--- src/rtl/notgate_rr_arbiter_if.sv ---
// Handshake bundle between NREQ requesters, the shared inverter arbiter and
// the single downstream result consumer.
interface notgate_rr_arbiter_if #(
  parameter int WIDTH = 8,
  parameter int NREQ  = 4
);
  localparam int IDW = $clog2(NREQ);

  logic [NREQ-1:0]       req_valid;
  logic [NREQ*WIDTH-1:0] req_data;
  logic [NREQ-1:0]       req_ready;
  logic                  resp_valid;
  logic [WIDTH-1:0]      resp_data;
  logic [IDW-1:0]        resp_id;
  logic                  resp_ready;
  logic [15:0]           txn_count;

  modport master (
    output req_valid, req_data, resp_ready,
    input  req_ready, resp_valid, resp_data, resp_id, txn_count
  );

  modport slave (
    input  req_valid, req_data, resp_ready,
    output req_ready, resp_valid, resp_data, resp_id, txn_count
  );
endinterface

--- src/rtl/notgate_rr_arbiter.sv ---
// Round-robin arbiter sharing one bitwise-NOT datapath among NREQ requesters,
// with a registered single-entry result stage that honours backpressure.
module notgate_rr_arbiter #(
  parameter int WIDTH = 8,
  parameter int NREQ  = 4
) (
  input logic                clk,
  input logic                rst,
  notgate_rr_arbiter_if.slave bus
);
  localparam int IDW = $clog2(NREQ);

  typedef enum logic {IDLE, BUSY} state_t;

  state_t            state_reg;
  logic [IDW-1:0]    rr_ptr_reg;
  logic              resp_valid_reg;
  logic [WIDTH-1:0]  resp_data_reg;
  logic [IDW-1:0]    resp_id_reg;
  logic [15:0]       txn_count_reg;

  logic [WIDTH-1:0]  data_arr [NREQ];
  logic [NREQ-1:0]   grant_onehot;
  logic [IDW-1:0]    grant_idx;
  logic              grant_found;
  logic [IDW:0]      scan_idx;
  logic              can_accept;
  logic              accept;

  genvar gi;
  generate
    for (gi = 0; gi < NREQ; gi++) begin : g_lane
      assign data_arr[gi]     = bus.req_data[gi*WIDTH +: WIDTH];
      assign grant_onehot[gi] = grant_found && (grant_idx == IDW'(gi));
    end
  endgenerate

  // Scan starts at rr_ptr; the extra index bit keeps the modulo exact for
  // non-power-of-2 NREQ so the grant never lands past NREQ-1.
  always_comb begin
    grant_idx   = '0;
    grant_found = 1'b0;
    scan_idx    = '0;
    for (int k = 0; k < NREQ; k++) begin
      scan_idx = {1'b0, rr_ptr_reg} + (IDW+1)'(k);
      if (scan_idx >= (IDW+1)'(NREQ))
        scan_idx = scan_idx - (IDW+1)'(NREQ);
      if (!grant_found && bus.req_valid[scan_idx[IDW-1:0]]) begin
        grant_found = 1'b1;
        grant_idx   = scan_idx[IDW-1:0];
      end
    end
  end

  assign can_accept    = !rst && ((state_reg == IDLE) || bus.resp_ready);
  assign bus.req_ready = can_accept ? grant_onehot : '0;
  assign accept        = |(bus.req_valid & bus.req_ready);

  always_ff @(posedge clk or posedge rst) begin
    if (rst) begin
      state_reg      <= IDLE;
      rr_ptr_reg     <= '0;
      resp_valid_reg <= 1'b0;
      resp_data_reg  <= '0;
      resp_id_reg    <= '0;
      txn_count_reg  <= '0;
    end else begin
      // A new accept overwrites the slot even while BUSY, since accepting
      // while BUSY implies the current result leaves on this same edge.
      if (accept) begin
        resp_data_reg  <= ~data_arr[grant_idx];
        resp_id_reg    <= grant_idx;
        resp_valid_reg <= 1'b1;
        state_reg      <= BUSY;
        rr_ptr_reg     <= (grant_idx == IDW'(NREQ-1)) ? '0 : grant_idx + 1'b1;
      end else if (state_reg == BUSY && bus.resp_ready) begin
        resp_valid_reg <= 1'b0;
        state_reg      <= IDLE;
      end
      if (resp_valid_reg && bus.resp_ready)
        txn_count_reg <= txn_count_reg + 16'd1;
    end
  end

  assign bus.resp_valid = resp_valid_reg;
  assign bus.resp_data  = resp_data_reg;
  assign bus.resp_id    = resp_id_reg;
  assign bus.txn_count  = txn_count_reg;
endmodule
--- src/flat_wrapper.sv ---
// flat-port wrapper written by rule: the top's interface ports become plain ports
module notgate_rr_arbiter_flat 
#(
  parameter int WIDTH = 8,
  parameter int NREQ  = 4
)
  (clk, rst, bus_req_valid, bus_req_data, bus_resp_ready, bus_req_ready, bus_resp_valid, bus_resp_data, bus_resp_id, bus_txn_count);
  notgate_rr_arbiter_if #(.WIDTH(WIDTH), .NREQ(NREQ)) bus_i ();
  input logic clk;
  input logic rst;
  input wire logic [$bits(bus_i.req_valid)-1:0] bus_req_valid;
  input wire logic [$bits(bus_i.req_data)-1:0] bus_req_data;
  input wire logic [$bits(bus_i.resp_ready)-1:0] bus_resp_ready;
  output wire logic [$bits(bus_i.req_ready)-1:0] bus_req_ready;
  output wire logic [$bits(bus_i.resp_valid)-1:0] bus_resp_valid;
  output wire logic [$bits(bus_i.resp_data)-1:0] bus_resp_data;
  output wire logic [$bits(bus_i.resp_id)-1:0] bus_resp_id;
  output wire logic [$bits(bus_i.txn_count)-1:0] bus_txn_count;
  assign bus_i.req_valid = bus_req_valid;
  assign bus_i.req_data = bus_req_data;
  assign bus_i.resp_ready = bus_resp_ready;
  assign bus_req_ready = bus_i.req_ready;
  assign bus_resp_valid = bus_i.resp_valid;
  assign bus_resp_data = bus_i.resp_data;
  assign bus_resp_id = bus_i.resp_id;
  assign bus_txn_count = bus_i.txn_count;
  notgate_rr_arbiter #(.WIDTH(WIDTH), .NREQ(NREQ)) u_core (.clk(clk), .rst(rst), .bus(bus_i));
endmodule
--- config.mk ---
export PLATFORM = sky130hd
export DESIGN_NAME = notgate_rr_arbiter_flat
export DESIGN_NICKNAME = d
export VERILOG_FILES = /design/src/rtl/notgate_rr_arbiter_if.sv /design/src/rtl/notgate_rr_arbiter.sv /design/src/flat_wrapper.sv
export SDC_FILE = /design/constraint.sdc
export NUM_CORES = 1
export LEC_CHECK = 0
export ABC_AREA = 1
export BUFFER_PORTS_ARGS = -buffer_cell sky130_fd_sc_hd__buf_2
export CAP_MARGIN = 15
export CORE_MARGIN = 4
export CORE_UTILIZATION = 50
export DETAILED_ROUTE_END_ITERATION = 8
export GPL_TIMING_DRIVEN = 1
export PLACE_DENSITY = 0.82
export SETUP_SLACK_MARGIN = 0.02
export SYNTH_ARGS = -nofsm -noshare
export SYNTH_HDL_FRONTEND = slang
export SYNTH_SLANG_ARGS = --single-unit
--- constraint.sdc ---
create_clock -name clk -period 2.6 [get_ports clk]
set_clock_uncertainty 0.05 [all_clocks]
set_input_delay 0.13 -clock clk [delete_from_list [all_inputs] [get_ports clk]]
set_output_delay 0.13 -clock clk [all_outputs]
set_load 0.03 [all_outputs]
Yosys cells after proc, flatten, opt, wreduce, memory -nomap -nowiden. Index checks and enable logic that the tools add are counted.

$add $sub $neg: 9. $lt $le $gt $ge: 9. Equality and inequality tests: 3. Multiplexer cells: 27. Bitwise operators: 4. Reduce and logical (&&, ||, !) cells: 17.

Operator list (number): $mux W2 (9); $add A16 B1 Y16 const B (1); $bmux W8 S2 (1); $mux W8 (2); $ge A3 B3 Y1 const B (4); $lt A2 B3 Y1 const B (4); $mux W1 (10); $logic_and A1 B1 Y1 (9); $bmux W1 S2 (4); $not A8 Y8 (1); $sub A2 B1 Y2 const B (4); $add A2 B2 Y3 const B (2); $and A4 B4 Y4 (1); $eq A2 B2 Y1 const B (2); $logic_not A1 Y1 (4); $mux W4 (1); $reduce_or A4 Y1 (1); $add A2 B1 Y3 const B (1); $ge A2 B3 Y1 const B (1); $not A2 Y3 (1); $add A2 B1 Y2 const B (1); $eq A2 B1 Y1 const B (1); $logic_not A2 Y1 (1); $reduce_bool A2 Y1 (1); other kinds (2) (2).

Bits in registers: 29. Input bits: 39. Output and inout port bits: 31.

Longest topological paths before layout. Gate-level depths: netlist of run 1.

Word-level depth: 20. Gate-level depth with buffers: 19. Gate-level depth less buffers: 17.

Least setup slack after synthesis of run 1. Ideal clock, no wire load.

Kind: register -> register. From: register u_core.rr_ptr_reg[0]. To: register u_core.rr_ptr_reg[0]. Setup time: 124 ps. Arrival time: 2465 ps. Required time: 2426 ps. Slack: -39 ps. Stages on the path, launching flop included: 17. Period minus slack after synthesis: 2639 ps. Cells stage by stage: dfrtp_1 > buf_4 > nand2_1 > nand2_1 > nand2_1 > nand2_1 > nor2_4 > nand3_1 > nand3_1 > buf_2 > ha_1 > inv_1 > nor2_1 > nand2_1 > nand2_2 > buf_2 > o21bai_1.

Cells in the longest elaborated chain, start to end: 19. Elaborated cells between the ends (all ways): 50.

RTL lines: from (decl) (RTL line notgate_rr_arbiter.sv:16) `logic [IDW-1:0] rr_ptr_reg;`; from (signal assigned) (RTL line notgate_rr_arbiter.sv:75) `rr_ptr_reg <= (grant_idx == IDW'(NREQ-1)) ? '0 : grant_idx + 1'b1;`; branches (longest 15 deep; another with $add A2 B1 Y3); $logic_and A1 B1 Y1 (*) (RTL line notgate_rr_arbiter.sv:34) `assign grant_onehot[gi] = grant_found && (grant_idx == IDW'(gi));`; $mux W4 (*) (RTL line notgate_rr_arbiter.sv:56) `assign bus.req_ready = can_accept ? grant_onehot : '0;`; net bus_req_ready[3] (RTL line flat_wrapper.sv:14) `output wire logic [$bits(bus_i.req_ready)-1:0] bus_req_ready;`; $and A4 B4 Y4 (*) (RTL line notgate_rr_arbiter.sv:57) `assign accept = |(bus.req_valid & bus.req_ready);`; $reduce_or A4 Y1 (*) (RTL line notgate_rr_arbiter.sv:57).

Mark *: on every way through the listed nets, which the timed path passes. The select of a mux whose other input is x is not followed. A chain may end at the register's enable or synchronous reset.

Worst setup path in the final report of run 1.
From: register u_core.rr_ptr_reg[0]. To: register u_core.resp_data_reg[7], in the netlist u_core.bus.resp_data[7].

Cells in the longest elaborated chain, start to end: 19. Elaborated cells between the ends (all ways): 53.

RTL lines: branches (longest 19 deep; another with $add A2 B1 Y3); to (signal assigned) (RTL line notgate_rr_arbiter.sv:71) `resp_data_reg <= ~data_arr[grant_idx];`; to (decl) (RTL line notgate_rr_arbiter.sv:18) `logic [WIDTH-1:0] resp_data_reg;`.

Several ways; the timed one is not identified. The select of a mux whose other input is x is not followed.

==> metrics.yaml, run 1 <==
drt:
  drc: 0
  vias: 2085
  wirelength_um: 5020
  drtAntennaViolNets: 0
  drt-initial-drc-count: 67
  post_drt_wl_per_cell_um: 11.8
  drt_pass1_iterations: 4
  vias_per_cell: 4.92
synthesis:
  synthArstFlopShare: 1.00
  synth_edf_count: 0
  synthFlopType: "dfrtp_1"
  synth_seq_area_share: 0.360
  synth_cell_types: 22
  synth_nets: 339
  synthCells: 298
  yosysWarnings: 0
  synth_area_per_cell_um2: 6.77
  synth_area_um2: 2020
  ys_ff_latch: 29
timing:
  period_needed_ns: 2.41
  finalSetupViolCount: 0
  relSlewSlack: 0.768
  timing.final.hold_violations: 0
  tns_ns: 0
  report.final.slew_viol_count: 0
  timing.final.crit_share: 0.926
  worst_pin_slew_ns: 0.348
  max_freq_ghz: 0.415
clock_network:
  clk_pin_slew_ns: 0.06
  cts.path.max_buffers: 2
  clk-insertion-delay-late_ns: 0.27
  htreeDepth: 2
  cts_tree: "done"
  cts_made_buffers: 5
  clockRootBuffer: "clkbuf_8"
  cts_num_sinks: 29
final_layout:
  layout_common_cells: "119 x nand2_1, 69 x buf_2, 39 x nand3_1"
  largest_reg_flops: 16
  synthToLayoutAreaGrowth_pct: 26.8
  fillers: 323
  drive_gt1_frac: 0.277
  multiInputGateArea_um2: 1100
  num_antenna_cells: 0
  final_common_cell: "nand2_1"
  ff_latch_area_um2: 727
  nets: 416
placement:
  portBuffers: 69
  dp_hpwl_um: 3860
  gp_congestion: 0.857
floorplanning:
  initial_utilization: 0.535
  ioPinCount: 70
  fp-row-count: 22
  die_w_um: 71.5
  core_area_um2: 3770
  die_area_um2: 5120
  dieHeight_um: 71.5
critical_path:
  startpoint_type: "flop"
  path_class: "flop to flop"
  cp_data_arrival_time_ns: 2.51
  required_ns: 2.70
  cp_max_fo: 14
  endpoint_kind: "flop"
global_route:
  grt_pass1_vias: 1915
  overflow: 0
  grt_max_degree: 30
  grt_pass1_wl_um: 7930
  antenna_found_initial: 0
  grt_usage: 0.189
power_and_ir_drop:
  leakage_nw: 1.60
  power_switching_mw: 1.94
  clkPwrFrac: 0.111
  p_int_mw: 1.65
  p_seq_frac: 0.204
  irDropWorstVdd_uv: 751
  swShare: 0.541
  pwr-share-comb: 0.685
  p_total_mw: 3.60
  power.density_nw_per_um2: 1410
flow_run:
  drv_cap: 0
worst_hold_path:
  holdCritPathClass: "input port to flop"
status:
  outcome: "complete, no violations"
## power groups by stage
stage	combinational, mW	sequential, mW	clock (mW)
after floorplan	1.68	0.945	0
after global placement	2.32	0.738	0
after detailed placement	2.37	0.736	0
after CTS	2.38	0.735	0.402
after global routing	2.76	0.756	0.427
final	2.46	0.736	0.398
## critical path: stages (launching register included)
cell and delay [ns]:
dfrtp_2 0.45, dlymetal6s2s_1 0.20, nand2_1 0.07, nand2_1 0.08, nand2_1 0.13, o21ai_1 0.15
nand4_1 0.13, nand3_1 0.12, ha_1 0.22, inv_1 0.06, nor2_2 0.04, nand2_1 0.09
nand2_4 0.13, o21ai_0 0.27, nand2_1 0.10
## repair_timing
item,CTS,global route
setup endpoints to repair,0,14
endpoints found under the hold margin,29,0
gates resized for setup,0,5
hold buffers,1,0
setup buffers,0,2
## metal layers
| metal | routed length [um] | GRT usage | vias to the layer above |
|---|---|---|---|
| met4 | 133 | 0.0731 | 0 |
| met5 | 0 | 0 | - |
| met3 | 258 | 0.0365 | 14 |
| met1 | 2120 | 0.248 | 934 |
| li1 | - | - | 1078 |
| met2 | 2510 | 0.308 | 59 |
## through the flow
stage          hold WS [ns]   util  setup slack [ns]  area, um2  cells
6_report             0.0105  0.679             0.192       2560    424
5_1_grt              0.0290  0.679          -0.00303       2560    424
3_3_place_gp          0.191  0.638             0.209       2410    412
2_1_floorplan         0.161      -             0.129       2020    298
4_1_cts             0.00719  0.668             0.101       2520    421
3_5_place_dp          0.194  0.638             0.114       2410    412
## cell usage after synthesis, types with 4 or more instances
cell type,instances,area [um2]
xnor2_1,8,70.1
xor2_1,7,61.3
nand3_2,4,40.0
inv_1,38,143
nand2_2,5,31.3
dfrtp_1,29,726
buf_2,4,20.0
nand2_1,119,447
nand4_1,4,25.0
o21ai_1,11,55.1
o21ai_0,4,20.0
nand3_1,39,195
nor2_1,9,33.8
## area by class of cell
cell class,count,area share
well taps,48,0.0235
flip-flops and latches,29,0.284
inverters,40,0.0596
clock inverters,1,0.00196
repair buffers,78,0.164
multi-input cells,221,0.429
clock buffers,7,0.0376
## worst paths after layout
path / cells after the start / from / end / slack (ns)
max: 14 / u_core.rr_ptr_reg[0] / u_core.bus.resp_data[7] / 0.19
min: 2 / bus_resp_ready / u_core.bus.resp_valid / 0.01
max reg2reg: 14 / u_core.rr_ptr_reg[0] / u_core.bus.resp_data[7] / 0.19
min reg2reg: 1 / u_core.bus.txn_count[15] / u_core.bus.txn_count[15] / 0.42
max in group asynchronous: 4 / rst / u_core.rr_ptr_reg[0] / 1.77
min in group asynchronous: 4 / rst / u_core.bus.resp_data[3] / 0.44
## cells by family after synthesis
group | Yosys count | synth area share
simple gates | 186 | 0.413
xor+xnor | 15 | 0.0651
compound gates | 17 | 0.0434
fa+ha+maj | 2 | 0.0124
buf+inv | 49 | 0.107
flops | 29 | 0.360
Power figures use the tool's default switching activity.
==> inputs of run 2 (changes only) <==
==> constraint.sdc (replaced) <==
create_clock -name clk -period 2.65 [get_ports clk]
set_clock_uncertainty 0.05 [all_clocks]
set_input_delay 0.1325 -clock clk [delete_from_list [all_inputs] [get_ports clk]]
set_output_delay 0.1325 -clock clk [all_outputs]
set_load 0.03 [all_outputs]
==> metrics.yaml, run 2 (synthesis gave the netlist of run 1 again) <==
clock_network:
  cts_made_buffers: 5  # unchanged
  htreeDepth: 2  # unchanged
  clockRootBuffer: "clkbuf_8"  # unchanged
  cts_num_sinks: 29  # unchanged
  cts_tree: "done"  # unchanged
  cts_setup_buffers: 0  # unchanged
  clk-insertion-delay-late_ns: 0.28  # was 0.27 ns
  clk_pin_slew_ns: 0.06  # about the same
  cts.path.max_buffers: 2  # unchanged
critical_path:
  critPathSlowestCell: "dfrtp_2"  # unchanged
  endpoint_kind: "flop"  # unchanged
  required_ns: 2.76  # was 2.70 ns
  max_stage_delay_ns: 0.48  # was 0.45 ns
  cp_data_arrival_time_ns: 2.47  # was 2.51 ns
  cpMostUsedCell: "nand2_1"  # unchanged
  cp_num_buf_inv: 2  # unchanged
  startpoint_type: "flop"  # unchanged
  path_class: "flop to flop"  # unchanged
  cp_cell_sequence: "inv_4 > nand2_1 > nand3_1 > nand2_2 > nor2_1 > nand2_1 > nand2_1 > nand3_1 > ha_1 > inv_1 > nor2_2 > nand2_1 > nand2_4 > o21ai_0 > nand2_1"  # was dlymetal6s2s_1 > nand2_1 > nand2_1 > nand2_1 > o21ai_1 > nand4_1 > nand3_1 > ha_1 > inv_1 > nor2_2 > nand2_1 > nand2_4 > o21ai_0 > nand2_1
  r2r_setup_slack_ns: 0.29  # was 0.19 ns
  cp_max_fo: 14  # unchanged
  path_delay_family: "simple AND/OR/NAND/NOR gates"  # unchanged
power_and_ir_drop:
  p_int_mw: 1.56  # was 1.65 mW
  swShare: 0.548  # was 0.541
  irDropWorstVdd_uv: 821  # was 751 uV
  leakage_nw: 1.57  # was 1.60 nW
  power_switching_mw: 1.89  # was 1.94 mW
  power.density_nw_per_um2: 1360  # was 1410 nW/um2
  pwr-share-comb: 0.684  # was 0.685
  p_seq_frac: 0.211  # was 0.204
  clkPwrFrac: 0.105  # was 0.111
timing:
  finalSetupViolCount: 0  # unchanged
  layout_setup_ws_ns: 0.291  # was 0.192 ns
  tns_ns: 0  # unchanged
  report.final.slew_viol_count: 0  # unchanged
  period_needed_ns: 2.36  # was 2.41 ns
  max_freq_ghz: 0.424  # was 0.415 GHz
  worst_pin_slew_ns: 0.359  # was 0.348 ns
  relSlewSlack: 0.761  # was 0.768
  rsz0062_at_grt: "false"
  timing.final.hold_violations: 0  # unchanged
  timing.final.crit_share: 0.890  # was 0.926
placement:
  dp_hpwl_um: 3830  # was 3860 um
  pre_cts_ws_ns: 0.160  # was 0.114 ns
  gp_congestion: 0.865  # was 0.857
  post_dp_cell_area_um2: 2400  # was 2410 um2
  dp.cells: 411  # was 412
  portBuffers: 69  # unchanged
drt:
  post_drt_wl_per_cell_um: 11.9  # was 11.8 um
  drt_pass1_iterations: 4  # unchanged
  drt-initial-drc-count: 95  # was 67
  wirelength_um: 4990  # was 5020 um
  vias_per_cell: 4.89  # was 4.92
  vias: 2060  # was 2085
  drc: 0  # unchanged
  drtAntennaViolNets: 0  # unchanged
final_layout:
  nets: 414  # was 416
  drive_gt1_frac: 0.268  # was 0.277
  synthToLayoutAreaGrowth_pct: 25.2  # was 26.8%
  final_area_um2: 2530  # was 2560 um2
  num_antenna_cells: 0  # unchanged
  fin_util: 0.670  # was 0.679
  finalNonFillerCells: 421  # was 424
  final_common_cell: "nand2_1"  # unchanged
  largest_reg_flops: 16  # unchanged
  layout_common_cells: "119 x nand2_1, 69 x buf_2, 39 x nand3_1"  # unchanged
floorplanning:
  die_w_um: 71.5  # unchanged
  initial_utilization: 0.535  # unchanged
  die_area_um2: 5120  # unchanged
  fp-row-count: 22  # unchanged
  core_area_um2: 3770  # unchanged
  dieHeight_um: 71.5  # unchanged
  ioPinCount: 70  # unchanged
global_route:
  grt_usage: 0.196  # was 0.189
  grt_pass1_wl_um: 7990  # was 7930 um
  overflow: 0  # unchanged
  grt_pass1_vias: 1907  # was 1915
  grt_max_degree: 30  # unchanged
  antenna_found_initial: 0  # unchanged
status:
  outcome: "complete, no violations"  # unchanged
worst_hold_path:
  holdCritPathClass: "input port to flop"  # unchanged
flow_run:
  drv_cap: 0  # unchanged
-- run 2: timing repair --
item                       in CTS  in global routing
resized for setup               0                  5
setup endpoints to repair       0                 12
hold buffers                    2                  0
hold endpoints to repair       30                  0
-- run 2: per-stage QoR --
stage	hold WS (ns)	power, mW
6_report	0.187	3.44
5_1_grt	0.219	3.76
4_1_cts	0.183	3.40
3_5_place_dp	0.205	3.02
3_3_place_gp	0.193	2.98
2_1_floorplan	0.163	2.57
-- run 2: metal layers --
layer | GRT usage | wire [um]
met1 | 0.240 | 2120
met2 | 0.317 | 2450
met3 | 0.0589 | 293
met4 | 0.0856 | 127
met5 | 0 | 0
-- run 2: layout make-up --
class	instances	area [um2]
fillers	327	1240
multi-input cells	221	1100
flip-flops and latches	29	728
repair buffers	76	403
inverters	40	153
clock buffers	7	86.3
well taps	48	60.1
-- run 2: tightest hold or removal path, cell delays in order --
cell and delay, ns:
buf_2 0.08, nand2_1 0.05, nand3_1 0.05, nand2_1 0.05, o21ai_1 0.06, nand2_1 0.05
-- run 2: path summary, 6_finish.rpt --
check,to,from,depth (start not counted)
min in group asynchronous,u_core.bus.txn_count[4],rst,4
min reg2reg,u_core.bus.txn_count[15],u_core.bus.txn_count[15],1
min,u_core.bus.resp_data[6],bus_req_data[22],6
max in group asynchronous,u_core.rr_ptr_reg[1],rst,4
max reg2reg,u_core.bus.resp_data[7],u_core.rr_ptr_reg[0],15
max,u_core.bus.resp_data[7],u_core.rr_ptr_reg[0],15
-- run 2: power by group through the flow --
| stage | Sequential (mW) | Clock [mW] | Combinational (mW) |
|---|---|---|---|
| floorplan | 0.927 | 0 | 1.65 |
| global placement | 0.724 | 0 | 2.25 |
| detailed placement | 0.722 | 0 | 2.30 |
| finish | 0.727 | 0.361 | 2.35 |
| CTS | 0.719 | 0.374 | 2.31 |
| global route | 0.745 | 0.392 | 2.63 |
